File: src/rtl/bfly_pkg.sv
// Shared constants and the saturation helper for the radix-2 butterfly pipeline.
package bfly_pkg;

  localparam int DW_DEF   = 8;
  localparam int FRAC_DEF = 7;

  // Clamp a sign-extended value to the signed range of a dw-bit word (dw <= 31).
  function automatic logic signed [31:0] saturate(input logic signed [31:0] v, input int dw);
    logic signed [31:0] hi;
    logic signed [31:0] lo;
    hi = (32'sd1 <<< (dw - 1)) - 32'sd1;
    lo = -(32'sd1 <<< (dw - 1));
    if (v > hi) begin
      return hi;
    end else if (v < lo) begin
      return lo;
    end else begin
      return v;
    end
  endfunction

endpackage

File: src/rtl/fft_butterfly_pipe_cmul_q.sv
// Registered complex multiply p = w*b with a FRAC-bit output shift.
// BFLY_ROUND_EN selects round-half-up instead of floor for that shift.
module cmul_q
  import bfly_pkg::*;
#(
  parameter int DW   = DW_DEF,
  parameter int FRAC = FRAC_DEF
) (
  input  logic                 clk,
  input  logic                 reset,
  input  logic                 en,
  input  logic signed [DW-1:0] b_re,
  input  logic signed [DW-1:0] b_im,
  input  logic signed [DW-1:0] w_re,
  input  logic signed [DW-1:0] w_im,
  output logic signed [DW+1:0] p_re,
  output logic signed [DW+1:0] p_im
);

  localparam int PW = 2 * DW + 1;
`ifdef BFLY_ROUND_EN
  localparam logic signed [PW-1:0] HALF = PW'(1 << (FRAC - 1));
`else
  localparam logic signed [PW-1:0] HALF = PW'(0);
`endif

  logic signed [PW-1:0] full_re;
  logic signed [PW-1:0] full_im;
  logic signed [DW+1:0] next_re;
  logic signed [DW+1:0] next_im;

  always_comb begin
    full_re = PW'(b_re) * PW'(w_re) - PW'(b_im) * PW'(w_im);
    full_im = PW'(b_re) * PW'(w_im) + PW'(b_im) * PW'(w_re);
    next_re = (DW+2)'((full_re + HALF) >>> FRAC);
    next_im = (DW+2)'((full_im + HALF) >>> FRAC);
  end

  always_ff @(posedge clk) begin
    if (reset) begin
      p_re <= '0;
      p_im <= '0;
    end else if (en) begin
      p_re <= next_re;
      p_im <= next_im;
    end
  end

endmodule

File: src/rtl/fft_butterfly_pipe.sv
// Three-stage radix-2 butterfly x = a + w*b, y = a - w*b with saturation and a sticky ovf flag.
// Optional macro BFLY_ROUND_EN makes both the FRAC shift and the SCALE halving round half-up.
module fft_butterfly_pipe
  import bfly_pkg::*;
#(
  parameter int DW    = DW_DEF,
  parameter int FRAC  = FRAC_DEF,
  parameter int SCALE = 1
) (
  input  logic                 clk,
  input  logic                 reset,
  input  logic                 in_valid,
  output logic                 in_ready,
  input  logic signed [DW-1:0] a_re,
  input  logic signed [DW-1:0] a_im,
  input  logic signed [DW-1:0] b_re,
  input  logic signed [DW-1:0] b_im,
  input  logic signed [DW-1:0] w_re,
  input  logic signed [DW-1:0] w_im,
  output logic                 out_valid,
  input  logic                 out_ready,
  output logic signed [DW-1:0] x_re,
  output logic signed [DW-1:0] x_im,
  output logic signed [DW-1:0] y_re,
  output logic signed [DW-1:0] y_im,
  output logic                 ovf,
  input  logic                 clr_ovf
);

  localparam int SW = DW + 3;
`ifdef BFLY_ROUND_EN
  localparam int SC_RND = 1;
`else
  localparam int SC_RND = 0;
`endif

  logic                 en;
  logic                 s1_valid;
  logic                 s2_valid;
  logic signed [DW-1:0] s1_a_re, s1_a_im, s1_b_re, s1_b_im, s1_w_re, s1_w_im;
  logic signed [DW-1:0] s2_a_re, s2_a_im;
  logic signed [DW+1:0] p_re, p_im;
  logic signed [SW-1:0] sum [4];
  logic signed [DW-1:0] sat [4];
  logic [3:0]           hit;

  // A single enable stalls every stage, so bubbles keep their slots.
  assign en       = out_ready || !out_valid;
  assign in_ready = en;

  always_ff @(posedge clk) begin
    if (reset) begin
      s1_valid <= 1'b0;
      s1_a_re  <= '0;
      s1_a_im  <= '0;
      s1_b_re  <= '0;
      s1_b_im  <= '0;
      s1_w_re  <= '0;
      s1_w_im  <= '0;
    end else if (en) begin
      s1_valid <= in_valid;
      s1_a_re  <= a_re;
      s1_a_im  <= a_im;
      s1_b_re  <= b_re;
      s1_b_im  <= b_im;
      s1_w_re  <= w_re;
      s1_w_im  <= w_im;
    end
  end

  cmul_q #(.DW(DW), .FRAC(FRAC)) u_cmul (
    .clk   (clk),
    .reset (reset),
    .en    (en),
    .b_re  (s1_b_re),
    .b_im  (s1_b_im),
    .w_re  (s1_w_re),
    .w_im  (s1_w_im),
    .p_re  (p_re),
    .p_im  (p_im)
  );

  always_ff @(posedge clk) begin
    if (reset) begin
      s2_valid <= 1'b0;
      s2_a_re  <= '0;
      s2_a_im  <= '0;
    end else if (en) begin
      s2_valid <= s1_valid;
      s2_a_re  <= s1_a_re;
      s2_a_im  <= s1_a_im;
    end
  end

  always_comb begin : sum_sat
    logic signed [SW-1:0] sc;
    logic signed [31:0]   wide;
    logic signed [31:0]   clip;
    sc   = '0;
    wide = '0;
    clip = '0;
    hit  = '0;
    sum[0] = SW'(s2_a_re) + SW'(p_re);
    sum[1] = SW'(s2_a_im) + SW'(p_im);
    sum[2] = SW'(s2_a_re) - SW'(p_re);
    sum[3] = SW'(s2_a_im) - SW'(p_im);
    for (int i = 0; i < 4; i++) begin
      sc     = (SCALE != 0) ? ((sum[i] + SW'(SC_RND)) >>> 1) : sum[i];
      wide   = 32'(sc);
      clip   = saturate(wide, DW);
      sat[i] = DW'(clip);
      hit[i] = (clip != wide);
    end
  end

  always_ff @(posedge clk) begin
    if (reset) begin
      out_valid <= 1'b0;
      x_re      <= '0;
      x_im      <= '0;
      y_re      <= '0;
      y_im      <= '0;
    end else if (en) begin
      out_valid <= s2_valid;
      x_re      <= sat[0];
      x_im      <= sat[1];
      y_re      <= sat[2];
      y_im      <= sat[3];
    end
  end

  // Only real sets raise ovf; a new saturation beats a simultaneous clear.
  always_ff @(posedge clk) begin
    if (reset) begin
      ovf <= 1'b0;
    end else if (en && s2_valid && (|hit)) begin
      ovf <= 1'b1;
    end else if (clr_ovf) begin
      ovf <= 1'b0;
    end
  end

endmodule

File: config.mk
export PLATFORM = sky130hd
export DESIGN_NAME = fft_butterfly_pipe
export DESIGN_NICKNAME = d
export VERILOG_FILES = /design/src/rtl/bfly_pkg.sv /design/src/rtl/fft_butterfly_pipe_cmul_q.sv /design/src/rtl/fft_butterfly_pipe.sv
export SDC_FILE = /design/constraint.sdc
export NUM_CORES = 1
export LEC_CHECK = 0
export CORE_ASPECT_RATIO = 0.5
export CORE_MARGIN = 3
export CORE_UTILIZATION = 51
export DETAILED_ROUTE_END_ITERATION = 10
export PLACE_DENSITY_LB_ADDON = 0.1
export SLEW_MARGIN = 30
export SYNTH_ARGS = -nofsm -noshare
export SYNTH_HDL_FRONTEND = slang
export SYNTH_SLANG_ARGS = --single-unit
File: constraint.sdc
create_clock -name clk -period 5.5 [get_ports clk]
set_clock_uncertainty 0.2 [all_clocks]
set_input_delay 0.825 -clock clk [delete_from_list [all_inputs] [get_ports clk]]
set_output_delay 0.825 -clock clk [all_outputs]
set_load 0.05 [all_outputs]
==> reports/metrics.cfg <==
[status]
run_status = complete, but fails checks
violations = negative setup slack

[timing]
fmax_ghz = 0.172
finalHoldViolCount = 0
period_needed_ns = 5.81
setup_tns_ns = -1.30
relSlewSlack = 0.386
rsz0062_at_grt = true
holdWs_ns = 0.251
setup_violations = 9
max_slew.worst_pin.slew_ns = 0.921
drv_slew = 0
fin_crit_sh = 1.06
worst_slack_ns = -0.314

[logic_synthesis]
synthAdderAreaFrac = 0.395
syn_nets = 2524
ys_ff_latch = 120
synth.avg_cell_area_um2 = 8.37
synthMuxAreaShare = 0.00319
yosys_warnings = 0
ys.flop_type = dfxtp_1
syn_inst = 2061
synth_edf_count = 0
synth-seq-area-share = 0.139
synth_xor_xnor_area_share = 0.0568
post_synth_num_cell_types = 74
synth_top_family_by_area = adder cells
synthSimpleGateAreaFrac = 0.180
synthArstFlopShare = 0
synth_compound_area_frac = 0.119
synth_area_um2 = 17300

[clocking]
cts.path.max_buffers = 2
insertion_delay_ns = 0.44
htreeDepth = 4
clk_pin_slew_ns = 0.07
cts_root_buf = clkbuf_16
cts.sinks = 120
cts_tree = done
cts_buffers = 17

[power]
p_leak_nw = 10.6
sw_frac_of_total = 0.448
p_comb_frac = 0.678
p_clk_frac = 0.166
power_per_cell_area_nw_per_um2 = 355
p_switching_w = 0.00350
p_total_w = 0.00782
internal_power_w = 0.00431
irDropWorstVdd_v = 0.000212
power.share.sequential = 0.156

[setup_path]
worstPathMaxFanout = 4
critPathSlowestCell = fa_1
worstPathRequired_ns = 5.63
r2r_cells = 25
slowest_delay_ns = 0.50
arrival_ns = 5.95
worst_setup_path_end_kind = register
cp-start-kind = register
path_class = register to register

[floorplan]
start_util = 0.531
die_height_um = 136
io-pin-count = 88
fp.dieW_um = 266
row_count = 46
coreArea_um2 = 32500
dieArea_um2 = 36200

[global_route]
grt_overflow_total = 0
grt_pass1_wl_mm = 71.5
grt_max_degree = 78
antenna_found_initial = 0
grt_use_total = 0.248
first_global_vias = 14100

[drt]
drcViolationCount = 0
vias = 14200
detail-route-antenna-nets = 0
routed_wl_mm = 44.5
wire_per_inst_um = 16.0
via_per_inst = 5.11
drt_first_pass_iters = 5
dr.first_iter.drc_count = 890

[cells_and_area]
final_cells = 2788
fillCellCount = 2633
diodes = 0
final_common_cell = inv_1
nNetsFinal = 2806
drive_gt1_frac = 0.220
final_area_um2 = 22000
final_cell_mix = inv_1, buf_4, nand2_1
area_delta_synth_final_pct = 27.5

[placed_design]
place_congestion = 0.895
dpl.cell_count = 2707
numPortBuffers = 87
hpwl_mm = 34.1
placed_area_um2 = 20000

[hold_path]
whs_path_depth = 2
hold_path_class = register to register

[run]
drv_cap = 0

## critical path: cells and delay by family (launching register included)
family                     cells  cell delay (ns)
xor gates and xnor gates       1             0.12
and+or+nand+nor                5             1.15
DFF                            1             0.37
adders and majority gates      6             1.99
buffers and inverters          5             0.34
AOI/OAI and AO/OA              8             1.50
## synthesized netlist by cell type (12+ instances only)
master / count / area share
inv_1: 406 / 0.088
nand2_1: 229 / 0.050
fa_1: 224 / 0.26
ha_1: 186 / 0.13
and2_1: 173 / 0.063
a21oi_1: 139 / 0.040
dfxtp_1: 120 / 0.14
nor2_1: 91 / 0.020
xnor2_1: 91 / 0.046
clkbuf_1: 62 / 0.013
nor2b_1: 35 / 0.013
nor3_1: 24 / 0.0070
o21bai_1: 23 / 0.010
o21ai_0: 21 / 0.0061
xor2_1: 19 / 0.0096
nand2b_1: 17 / 0.0062
o221a_2: 15 / 0.0098
nand3_1: 12 / 0.0035
## per-stage QoR
| stage | utilization | setup slack, ns |
|---|---|---|
| 2_1_floorplan | - | 0.00128 |
| 3_3_place_gp | 0.615 | -0.381 |
| 3_5_place_dp | 0.615 | -0.484 |
| 4_1_cts | 0.649 | -0.239 |
| 5_1_grt | 0.676 | -0.532 |
| 6_report | 0.676 | -0.314 |
## layer usage
metal / share of wire / vias up / track usage
li1: - / 7019 / -
met5: 0 / - / 0
met2: 0.45 / 306 / 0.398
met1: 0.49 / 6875 / 0.357
met3: 0.050 / 49 / 0.0378
met4: 0.015 / 0 / 0.0541
## logic make-up (layout without fill, tap and decap cells)
logic type / Yosys count / after routing
AND/OR/NAND/NOR: 624 / 624
buffers and inverters: 490 / 785
adder cells (fa/ha/maj): 410 / 410
AO/OA/AOI/OAI: 301 / 301
flip-flops: 120 / 120
XOR/XNOR: 111 / 111
multiplexers: 5 / 5
## state kept, by name, summed over array words and instances, names as in the netlist
signal       count
out_valid        1
ovf              1
s1_a_im          8
s1_a_re          8
s1_b_im          8
s1_b_re          8
s1_valid         1
s1_w_im          8
s1_w_re          8
s2_a_im          8
s2_a_re          8
s2_valid         1
u_cmul.p_im     10
u_cmul.p_re     10
x_im             8
x_re             8
y_im             8
y_re             8
## final cells by class
type	count	area, µm²	share of cell area
Inverter	410	1540	0.0701
Sequential cell	120	2490	0.113
Tap cell	432	541	0.0246
Clock buffer	19	443	0.0201
Timing Repair Buffer	343	2920	0.133
Multi-Input combinational cell	1451	13800	0.629
Clock inverter	13	215	0.00978
## path summary, 6_finish.rpt
check | slack, ns | to | startpoint
worst max-delay path | -0.31 | u_cmul.p_im[9] | s1_b_im[5]
worst min-delay path | 0.25 | s1_a_re[3] | s1_a_re[3]
worst max register to register | -0.31 | u_cmul.p_im[9] | s1_b_im[5]
worst min register to register | 0.25 | s1_a_re[3] | s1_a_re[3]
## power by group through the flow
stage / Combinational [W] / Clock (W) / Sequential (W)
2_1_floorplan: 0.00280 / 0 / 0.00154
3_3_place_gp: 0.00454 / 0 / 0.00124
3_5_place_dp: 0.00459 / 0 / 0.00125
4_1_cts: 0.00482 / 0.00132 / 0.00123
5_1_grt: 0.00584 / 0.00135 / 0.00125
6_report: 0.00530 / 0.00130 / 0.00122
## what timing repair did
| action | 4_1_cts | 5_1_grt |
|---|---|---|
| setup endpoints to repair | 14 | 15 |
| pin swaps | 49 | 105 |
| hold buffers | 0 | 0 |
| resized for setup | 82 | 153 |
| hold endpoints to repair | 0 | 0 |
| setup buffers | 20 | 34 |
(Power assumes the default switching activity.)
